## src/rtl/bus_arbiter.sv

```systemverilog
// Round-robin arbiter sequencing internal requesters onto the single external address/data bus.
// Optional macro BUS_ARB_HOLD_EN adds i_hold so a winner can keep the bus locked across transfers.
module bus_arbiter #(
  parameter int unsigned N_REQ   = 3,
  parameter int unsigned AW      = 16,
  parameter int unsigned DW      = 16,
  parameter int unsigned TIMEOUT = 16
) (
  input  logic                clk,
  input  logic                rst,
  input  logic [N_REQ-1:0]    i_req,
  input  logic [N_REQ-1:0]    i_req_rw,
  input  logic [N_REQ*AW-1:0] i_req_addr,
  input  logic [N_REQ*DW-1:0] i_req_wdata,
`ifdef BUS_ARB_HOLD_EN
  input  logic [N_REQ-1:0]    i_hold,
`endif
  output logic [N_REQ-1:0]    o_gnt,
  output logic [N_REQ-1:0]    o_done,
  output logic                o_err,
  output logic [DW-1:0]       o_rdata,
  output logic [AW-1:0]       o_bus_addr,
  output logic [DW-1:0]       o_bus_wdata,
  output logic                o_bus_rw,
  output logic                o_bus_lock,
  input  logic                i_bus_lock,
  input  logic [DW-1:0]       i_bus_rdata,
  input  logic                i_bus_ack
);

  localparam int unsigned   IW      = (N_REQ > 1) ? $clog2(N_REQ) : 1;
  localparam int unsigned   CW      = 8;
  localparam logic [IW-1:0] LastIdx = IW'(N_REQ - 1);
  localparam logic [CW-1:0] CntMax  = CW'(TIMEOUT - 1);

  typedef enum logic [1:0] {StIdle, StAddr, StWait, StDone} state_e;

  state_e             state_q, state_d;
  logic [IW-1:0]      rr_q, rr_d;
  logic [IW-1:0]      idx_q, idx_d;
  logic [CW-1:0]      cnt_q, cnt_d;
  logic [N_REQ-1:0]   gnt_q, gnt_d;
  logic [N_REQ-1:0]   done_q, done_d;
  logic               err_q, err_d;
  logic [DW-1:0]      rdata_q, rdata_d;
  logic [AW-1:0]      bus_addr_q, bus_addr_d;
  logic [DW-1:0]      bus_wdata_q, bus_wdata_d;
  logic               bus_rw_q, bus_rw_d;
  logic               bus_lock_q, bus_lock_d;
`ifdef BUS_ARB_HOLD_EN
  logic               hold_q, hold_d;
`endif

  logic [AW-1:0]      req_addr  [N_REQ];
  logic [DW-1:0]      req_wdata [N_REQ];

  for (genvar g = 0; g < N_REQ; g++) begin : g_unpack
    assign req_addr[g]  = i_req_addr[g*AW +: AW];
    assign req_wdata[g] = i_req_wdata[g*DW +: DW];
  end

  // Round-robin scan: first requester at or above rr_q, wrapping to 0.
  logic [IW-1:0] scan_idx;
  logic [IW-1:0] win_idx;
  logic          win_found;

  always_comb begin
    win_found = 1'b0;
    win_idx   = rr_q;
    scan_idx  = rr_q;
    for (int unsigned i = 0; i < N_REQ; i++) begin
      if (!win_found && i_req[scan_idx]) begin
        win_found = 1'b1;
        win_idx   = scan_idx;
      end
      scan_idx = (scan_idx == LastIdx) ? '0 : scan_idx + IW'(1);
    end
  end

  logic          grant_en;
  logic [IW-1:0] grant_idx;

  always_comb begin
    state_d     = state_q;
    rr_d        = rr_q;
    idx_d       = idx_q;
    cnt_d       = cnt_q;
    gnt_d       = gnt_q;
    done_d      = '0;
    err_d       = 1'b0;
    rdata_d     = rdata_q;
    bus_addr_d  = bus_addr_q;
    bus_wdata_d = bus_wdata_q;
    bus_rw_d    = bus_rw_q;
    bus_lock_d  = bus_lock_q;
    grant_en    = 1'b0;
    grant_idx   = win_idx;
`ifdef BUS_ARB_HOLD_EN
    hold_d      = hold_q;
`endif

    unique case (state_q)
      StIdle: begin
`ifdef BUS_ARB_HOLD_EN
        // A held winner keeps the bus; external lock is irrelevant while we own it.
        if (hold_q) begin
          if (i_req[idx_q] && i_hold[idx_q]) begin
            grant_en  = 1'b1;
            grant_idx = idx_q;
          end else begin
            hold_d     = 1'b0;
            bus_lock_d = 1'b0;
          end
        end else
`endif
        if (win_found && !i_bus_lock) begin
          grant_en  = 1'b1;
          grant_idx = win_idx;
        end

        // Request fields are captured straight into the pin registers so they
        // are stable from ADDR until DONE exit.
        if (grant_en) begin
          idx_d            = grant_idx;
          gnt_d            = '0;
          gnt_d[grant_idx] = 1'b1;
          bus_addr_d       = req_addr[grant_idx];
          bus_rw_d         = i_req_rw[grant_idx];
          bus_wdata_d      = i_req_rw[grant_idx] ? req_wdata[grant_idx] : '0;
          bus_lock_d       = 1'b1;
          state_d          = StAddr;
        end
      end

      StAddr: begin
        cnt_d   = '0;
        state_d = StWait;
      end

      StWait: begin
        if (i_bus_ack) begin
          if (!bus_rw_q) begin
            rdata_d = i_bus_rdata;
          end
          done_d  = gnt_q;
          state_d = StDone;
        end else if (cnt_q == CntMax) begin
          err_d   = 1'b1;
          rdata_d = '0;
          done_d  = gnt_q;
          state_d = StDone;
        end else begin
          cnt_d = cnt_q + CW'(1);
        end
      end

      StDone: begin
        rr_d        = (idx_q == LastIdx) ? '0 : idx_q + IW'(1);
        gnt_d       = '0;
        bus_addr_d  = '0;
        bus_wdata_d = '0;
        bus_rw_d    = 1'b0;
        bus_lock_d  = 1'b0;
        state_d     = StIdle;
`ifdef BUS_ARB_HOLD_EN
        hold_d      = 1'b0;
        if (i_hold[idx_q] && i_req[idx_q]) begin
          hold_d     = 1'b1;
          bus_lock_d = 1'b1;
        end
`endif
      end

      default: state_d = StIdle;
    endcase
  end

  always_ff @(posedge clk) begin
    if (rst) begin
      state_q     <= StIdle;
      rr_q        <= '0;
      idx_q       <= '0;
      cnt_q       <= '0;
      gnt_q       <= '0;
      done_q      <= '0;
      err_q       <= 1'b0;
      rdata_q     <= '0;
      bus_addr_q  <= '0;
      bus_wdata_q <= '0;
      bus_rw_q    <= 1'b0;
      bus_lock_q  <= 1'b0;
`ifdef BUS_ARB_HOLD_EN
      hold_q      <= 1'b0;
`endif
    end else begin
      state_q     <= state_d;
      rr_q        <= rr_d;
      idx_q       <= idx_d;
      cnt_q       <= cnt_d;
      gnt_q       <= gnt_d;
      done_q      <= done_d;
      err_q       <= err_d;
      rdata_q     <= rdata_d;
      bus_addr_q  <= bus_addr_d;
      bus_wdata_q <= bus_wdata_d;
      bus_rw_q    <= bus_rw_d;
      bus_lock_q  <= bus_lock_d;
`ifdef BUS_ARB_HOLD_EN
      hold_q      <= hold_d;
`endif
    end
  end

  assign o_gnt       = gnt_q;
  assign o_done      = done_q;
  assign o_err       = err_q;
  assign o_rdata     = rdata_q;
  assign o_bus_addr  = bus_addr_q;
  assign o_bus_wdata = bus_wdata_q;
  assign o_bus_rw    = bus_rw_q;
  assign o_bus_lock  = bus_lock_q;

endmodule
```

## config.mk

```make
export PLATFORM = sky130hd
export DESIGN_NAME = bus_arbiter
export DESIGN_NICKNAME = d
export VERILOG_FILES = /design/src/rtl/bus_arbiter.sv
export SDC_FILE = /design/constraint.sdc
export NUM_CORES = 1
export LEC_CHECK = 0
export CORE_ASPECT_RATIO = 0.6
export CORE_MARGIN = 1.5
export CORE_UTILIZATION = 45
export DETAILED_ROUTE_END_ITERATION = 12
export DONT_BUFFER_PORTS = 1
export SETUP_SLACK_MARGIN = 0.5
export SLEW_MARGIN = 15
export SYNTH_ARGS = -nofsm -noshare
export SYNTH_HDL_FRONTEND = slang
export SYNTH_SLANG_ARGS = --single-unit
```

## constraint.sdc

```tcl
create_clock -name clk -period 3 [get_ports clk]
set_input_delay 0.45 -clock clk [delete_from_list [all_inputs] [get_ports clk]]
set_output_delay 0.45 -clock clk [all_outputs]
set_load 0.02 [all_outputs]
```

# Yosys cells after proc, flatten, opt, wreduce, memory -nomap -nowiden

Cells that the tools add are included.

Flip-flop bits (word level): 71
Bits of input ports: 122
Output and inout bits: 57
Logic and storage cells: 105

$add $sub $neg: 4
Order comparisons: 6
Equal/unequal tests: 12
Mux-type cells: 51
Bitwise gates (word level): 2
Reduce and logical (&&, ||, !) cells: 18

Operator list:

| kind                                                        | count |
|---|---|
| 2-to-1 mux 16 bit                                           | 10 |
| binary-select mux 16 bit (select 2 bit)                     | 2 |
| case mux 16 bit (2 select lines)                            | 2 |
| 2-to-1 mux 2 bit                                            | 9 |
| 2-to-1 mux 8 bit                                            | 2 |
| case mux 8 bit (2 select lines)                             | 1 |
| 2-to-1 mux 1 bit                                            | 13 |
| less-than comparator 2 x 3 -> 1 bit (second input constant) | 4 |
| == test 2 bit (second input constant)                       | 5 |
| 2-to-1 mux 3 bit                                            | 3 |
| adder 8 x 1 -> 8 bit (second input constant)                | 1 |
| binary-select mux 1 bit (select 2 bit)                      | 4 |
| == test 8 x 4 -> 1 bit (second input constant)              | 1 |
| inequality test 2 bit (second input constant)               | 4 |
| case mux 2 bit (4 select lines)                             | 1 |
| adder 2 x 1 -> 2 bit (second input constant)                | 3 |
| case mux 3 bit (2 select lines)                             | 1 |
| AND reduction 2 bit                                         | 3 |
| AND reduction 3 bit                                         | 2 |
| nonzero test 2 bit                                          | 3 |
| logical AND 1 bit                                           | 4 |
| case mux 1 bit (2 select lines)                             | 2 |
| >= comparator 3 bit (second input constant)                 | 1 |
| zero test 1 bit                                             | 3 |
| 9 further kinds                                             | 9 |

# Depth between registers and ports, before layout

Depth in word-level cells: 17
Mapped depth: 8
Depth with buffers taken out: 7

# Least setup slack after synthesis

Ideal clock, no wire load.

Path type: input to register
Start: input i_req[0]
End: register bus_addr_q[5], in the netlist o_bus_addr[5]
Setup time: 0.132 ns
Arrival time: 1.732 ns
Required time: 2.868 ns
Setup slack: 1.136 ns
Stages: 7
Path buffers: 2
Path through: buf_6 -> or2_4 -> o21ai_2 -> a21oi_2 -> buf_4 -> a222oi_1 -> a21oi_1

Word-level cells in the longest chain between the ends: 16
Elaborated cells on any way between the ends: 27
Classes of those cells: 1 x eq/ne; 19 x mux; 1 x bitwise; 6 x reduce/logical

Ends and longest elaborated chain:

| element                                               | line | text |
|---|---|---|
| from (decl)                                           | 11   | `input logic [N_REQ-1:0] i_req,` |
| binary-select mux 1 bit (select 2 bit)                | 72   | `if (!win_found && i_req[scan_idx]) begin` |
| 2-to-1 mux 1 bit (not written as such)                | 72   |  |
| 2-to-1 mux 1 bit                                      | 72   |  |
| zero test 1 bit                                       | 72   |  |
| logical AND 1 bit                                     | 72   |  |
| 2-to-1 mux 1 bit                                      | 72   |  |
| zero test 1 bit                                       | 72   |  |
| logical AND 1 bit                                     | 72   |  |
| 2-to-1 mux 2 bit                                      | 72   |  |
| 2-to-1 mux 2 bit                                      | 102  | `unique case (state_q)` |
| NOT 2 -> 3 bit (not written as such)                  | 127  | `bus_addr_d = req_addr[grant_idx];` |
| binary-select mux 16 bit (select 2 bit)               | 127  |  |
| 2-to-1 mux 16 bit (not written as such) (2 in series) | 127  |  |
| 2-to-1 mux 16 bit                                     | 123  | `if (grant_en) begin` |
| case mux 16 bit (2 select lines)                      | 102  |  |
| to (signal assigned)                                  | 204  | `bus_addr_q <= bus_addr_d;` |
| to (decl)                                             | 46   | `logic [AW-1:0] bus_addr_q, bus_addr_d;` |

Parallel ways exist; a longest one is shown, timed or not. The select of a mux whose other input is x is not followed.
A chain may end at the register's enable or synchronous reset.

# Final worst setup path

Start: register rr_q[1]
End: register bus_wdata_q[15], in the netlist o_bus_wdata[15]

Word-level cells in the longest chain between the ends: 17
Elaborated cells on any way between the ends: 36
Classes of those cells: 2 x add/sub; 3 x eq/ne; 24 x mux; 1 x bitwise; 6 x reduce/logical

Ends and longest elaborated chain:

| element                                                                       | line | text |
|---|---|---|
| from (decl)                                                                   | 39   | `logic [IW-1:0] rr_q, rr_d;` |
| from (signal assigned)                                                        | 197  | `rr_q <= rr_d;` |
| parallel branches: the longest is 17 deep, another holds adder 2 x 1 -> 2 bit | --   |  |
| to (signal assigned)                                                          | 205  | `bus_wdata_q <= bus_wdata_d;` |
| to (decl)                                                                     | 47   | `logic [DW-1:0] bus_wdata_q, bus_wdata_d;` |

Several ways; the timed one is not identified. The select of a mux whose other input is x is not followed.

==> results.txt <==
Total GRT Usage = 24.1%
Distinct cells, synth = 65
fill count = 801
Worst-Skew Late Latency = 0.33 ns
number of synthesized flops with an enable pin = 0
Gate Count Post-Synth = 479
Avg WL per Cell = 19.8 um
DRC Markers = 0
asr flop ratio synth = 0%
Sw Ratio = 36.8%
TritonCTS buffer count = 9
via-per-instance ratio = 6.34
H-tree depth = 3
Tcrit/Tclk final = 74.9%
Static Leak = 1.49 nW
setup violators final = 0
Hold Path Class = in2reg
WS Path Type = reg2reg
final hold slack = 0.187 ns
DP HPWL = 8420 um
die footprint = 0.00944 sq mm
Initial Util = 46.6%
maximum buffer depth of the clock tree = 2
initial antenna violation count = 2
routed wire length = 11400 um
R2R cell count = 6
num rows = 26
remaining antenna violation count after routing = 0
Top FF cell, synth = dfxtp_1
I/O Buffers = 0
first-pass GRT wire length = 17900 um
syn avg cell area = 8.32 sq um
peak supply drop = 0.545 mV
clock power share = 33.3%
Seq/Total Area, Yosys = 35.7%
CTS tree = yes
DIE HEIGHT = 75.9 um
WHS Path Cells = 1
CP Capture Type = flop
diode count = 0
FF-to-FF End = o_bus_wdata[15]
routed via count = 3652
Hold Path End = o_gnt[2]
CP Data Arrival Time = 2.50 ns
crit path max fanout = 18
Final Max Slew Viols = 0
Multi-input gate area = 0.00233 sq mm
routability congestion estimate = 0.837
Setup TNS Final = 0 ns
share of cells above drive strength 1 = 8.41%
Pre-antenna DRT Iters = 7
largest net degree at the start of global routing = 49
syn_nets = 607
r2r startpoint = rr_q[1]
min Tclk post-route = 2.25 ns
Ys Warns = 0
Nets = 587
RSZ-0062 raised after global routing = false
Reg power frac = 39.9%
synthesized area = 0.00398 sq mm
Yosys reg bits = 71
Worst Max-Slew Pin Slew = 1.09 ns
Sink Count = 71
Rel. slew slack = 27.1%
Psw = 1.25 mW
Syn-to-layout area delta = 8.23%
outcome = completed
final hold violations = 0
# IOs = 179
internal reg-to-reg setup slack = 0.75 ns
internal power = 2.14 mW
combinational share of power = 26.8%
hold wc startpoint = rst
Max-Cap Viols = 0
data required time of the worst path = 3.25 ns
drt first-iter violations = 213
Die Width = 124 um
Critical Path Source Type = flop
Cell Pwr Density = 786 mW/mm^2
fmax = 445 MHz
number of global-route vias before repair = 3313
GRT overflow = 0
Root Buffer = clkbuf_16
clk slew on worst S/H paths = 0.06 ns
Layout Skew = 0.00507 ns
core area = 0.00856 sq mm
Reg area = 0.00142 sq mm
sequential cells by signal, summed over array words and instances, names as in the netlist:
name         cells
o_err            1
o_bus_lock       1
o_bus_rw         1
o_bus_addr      16
o_rdata         16
idx_q            2
state_q          2
o_done           3
cnt_q            8
o_bus_wdata     16
o_gnt            3
rr_q             2
how the worst max path moves through the flow:
stage,start,end,slack (ns)
3_5_place_dp,state_q[0],o_bus_addr[5],0.76
6_report,rr_q[1],o_bus_wdata[15],0.75
5_1_grt,rr_q[1],o_bus_wdata[2],0.54
2_1_floorplan,i_req[0],o_bus_addr[5],1.14
4_1_cts,state_q[0],o_bus_addr[7],0.74
3_3_place_gp,rr_q[1],o_bus_wdata[15],0.78
layout make-up:
type                       count  area share [%]
clock buffer                  10            5.31
clock inverter                 6            1.97
inverter                      15            1.31
multi-input combinational    355            54.0
sequential                    71            33.0
tap                          112            3.25
timing repair buffer           7            1.22
metrics by stage:
step | util [%] | cell area, sq um | std cells | worst slack, ns | power, mW
6_report | 50.4 | 4310 | 576 | 0.754 | 3.39
2_1_floorplan | - | 3980 | 479 | 1.14 | 2.08
3_3_place_gp | 46.6 | 3990 | 560 | 0.783 | 2.24
4_1_cts | 50.3 | 4300 | 576 | 0.745 | 3.40
3_5_place_dp | 46.6 | 3990 | 560 | 0.756 | 2.26
5_1_grt | 50.4 | 4310 | 576 | 0.535 | 3.59
timing repair:
action | 4_1_cts | 5_1_grt
resized for setup | 0 | 1
hold buffers | 0 | 0
endpoints found under the setup margin | 0 | 4
setup buffers | 0 | 0
power groups by stage:
stage	combinational, mW	clock (mW)	sequential [mW]
final	0.910	1.13	1.35
after global routing	1.02	1.19	1.37
after CTS	0.897	1.15	1.35
after detailed placement	0.892	0	1.37
after global placement	0.873	0	1.37
after floorplan	0.759	0	1.32
critical path, stage by stage (launching register included):
cell and delay [ns]:
dfxtp_1 0.66, nor2b_1 0.15, a22oi_2 0.22, buf_4 0.26, and2_1 0.29, o2111ai_4 0.32
a22oi_1 0.27
synthesized netlist by cell type (all sizes together) (3+ instances only):
| library cell | number | area share [%] |
|---|---|---|
| a222oi | 7 | 1.8 |
| nand3 | 10 | 1.3 |
| nand2 | 37 | 3.5 |
| xnor2 | 5 | 1.1 |
| a21boi | 22 | 4.4 |
| a31oi | 3 | 0.47 |
| o2bb2ai | 5 | 1.1 |
| a21oi | 30 | 3.9 |
| nor2 | 38 | 3.6 |
| and3 | 18 | 2.8 |
| ha | 6 | 1.9 |
| o21ai | 40 | 5.2 |
| a22oi | 50 | 9.5 |
| nor3 | 4 | 0.50 |
| a221oi | 5 | 1.1 |
| dfxtp | 71 | 36 |
| clkbuf | 20 | 1.9 |
| o2111ai | 10 | 2.6 |
| nor2b | 7 | 1.2 |
| and2 | 16 | 2.5 |
| buf | 18 | 2.9 |
| a211oi | 9 | 1.8 |
| inv | 14 | 1.3 |
logic make-up (layout without fill, tap and decap cells):
| family | Yosys count | after routing | synth area share, % |
|---|---|---|---|
| XOR/XNOR | 5 | 5 | 1.10 |
| AO/OA/AOI/OAI | 200 | 200 | 37.1 |
| buffers and inverters | 53 | 38 | 6.19 |
| adder cells (fa/ha/maj) | 6 | 6 | 1.88 |
| flip-flops | 71 | 71 | 35.7 |
| AND/OR/NAND/NOR | 144 | 144 | 18.1 |
routing by layer:
metal / wire length, um / share of wire [%] / global-route usage [%] / vias to the layer above
li1: - / - / - / 1753
met1: 5420 / 48 / 32.4 / 1710
met2: 4650 / 41 / 35.9 / 174
met3: 1200 / 11 / 10.6 / 13
met4: 90 / 0.79 / 5.49 / 2
met5: 17 / 0.15 / 0 / -
cell usage in the layout, fill, tap and decap left out, drive strengths merged, types with 2 or more instances in the layout:
master,instances
o211ai,2
xnor2,5
o21a,2
a32oi,2
and3,18
and4,2
nor3,4
ha,6
a221oi,5
o21ai,40
nand2,37
a31oi,3
a211oi,9
nor3b,2
nand3,10
o21bai,2
clkinvlp,2
clkbuf,10
a311oi,2
o2111ai,10
nor2,38
a22oi,50
nor2b,7
and2,16
clkinv,3
buf,7
a21oi,30
a222oi,7
a21boi,22
dfxtp,71
inv,14
o2bb2ai,5
bufinv,2
o211a,2
nand2b,2
Power figures use the tool's default switching activity.
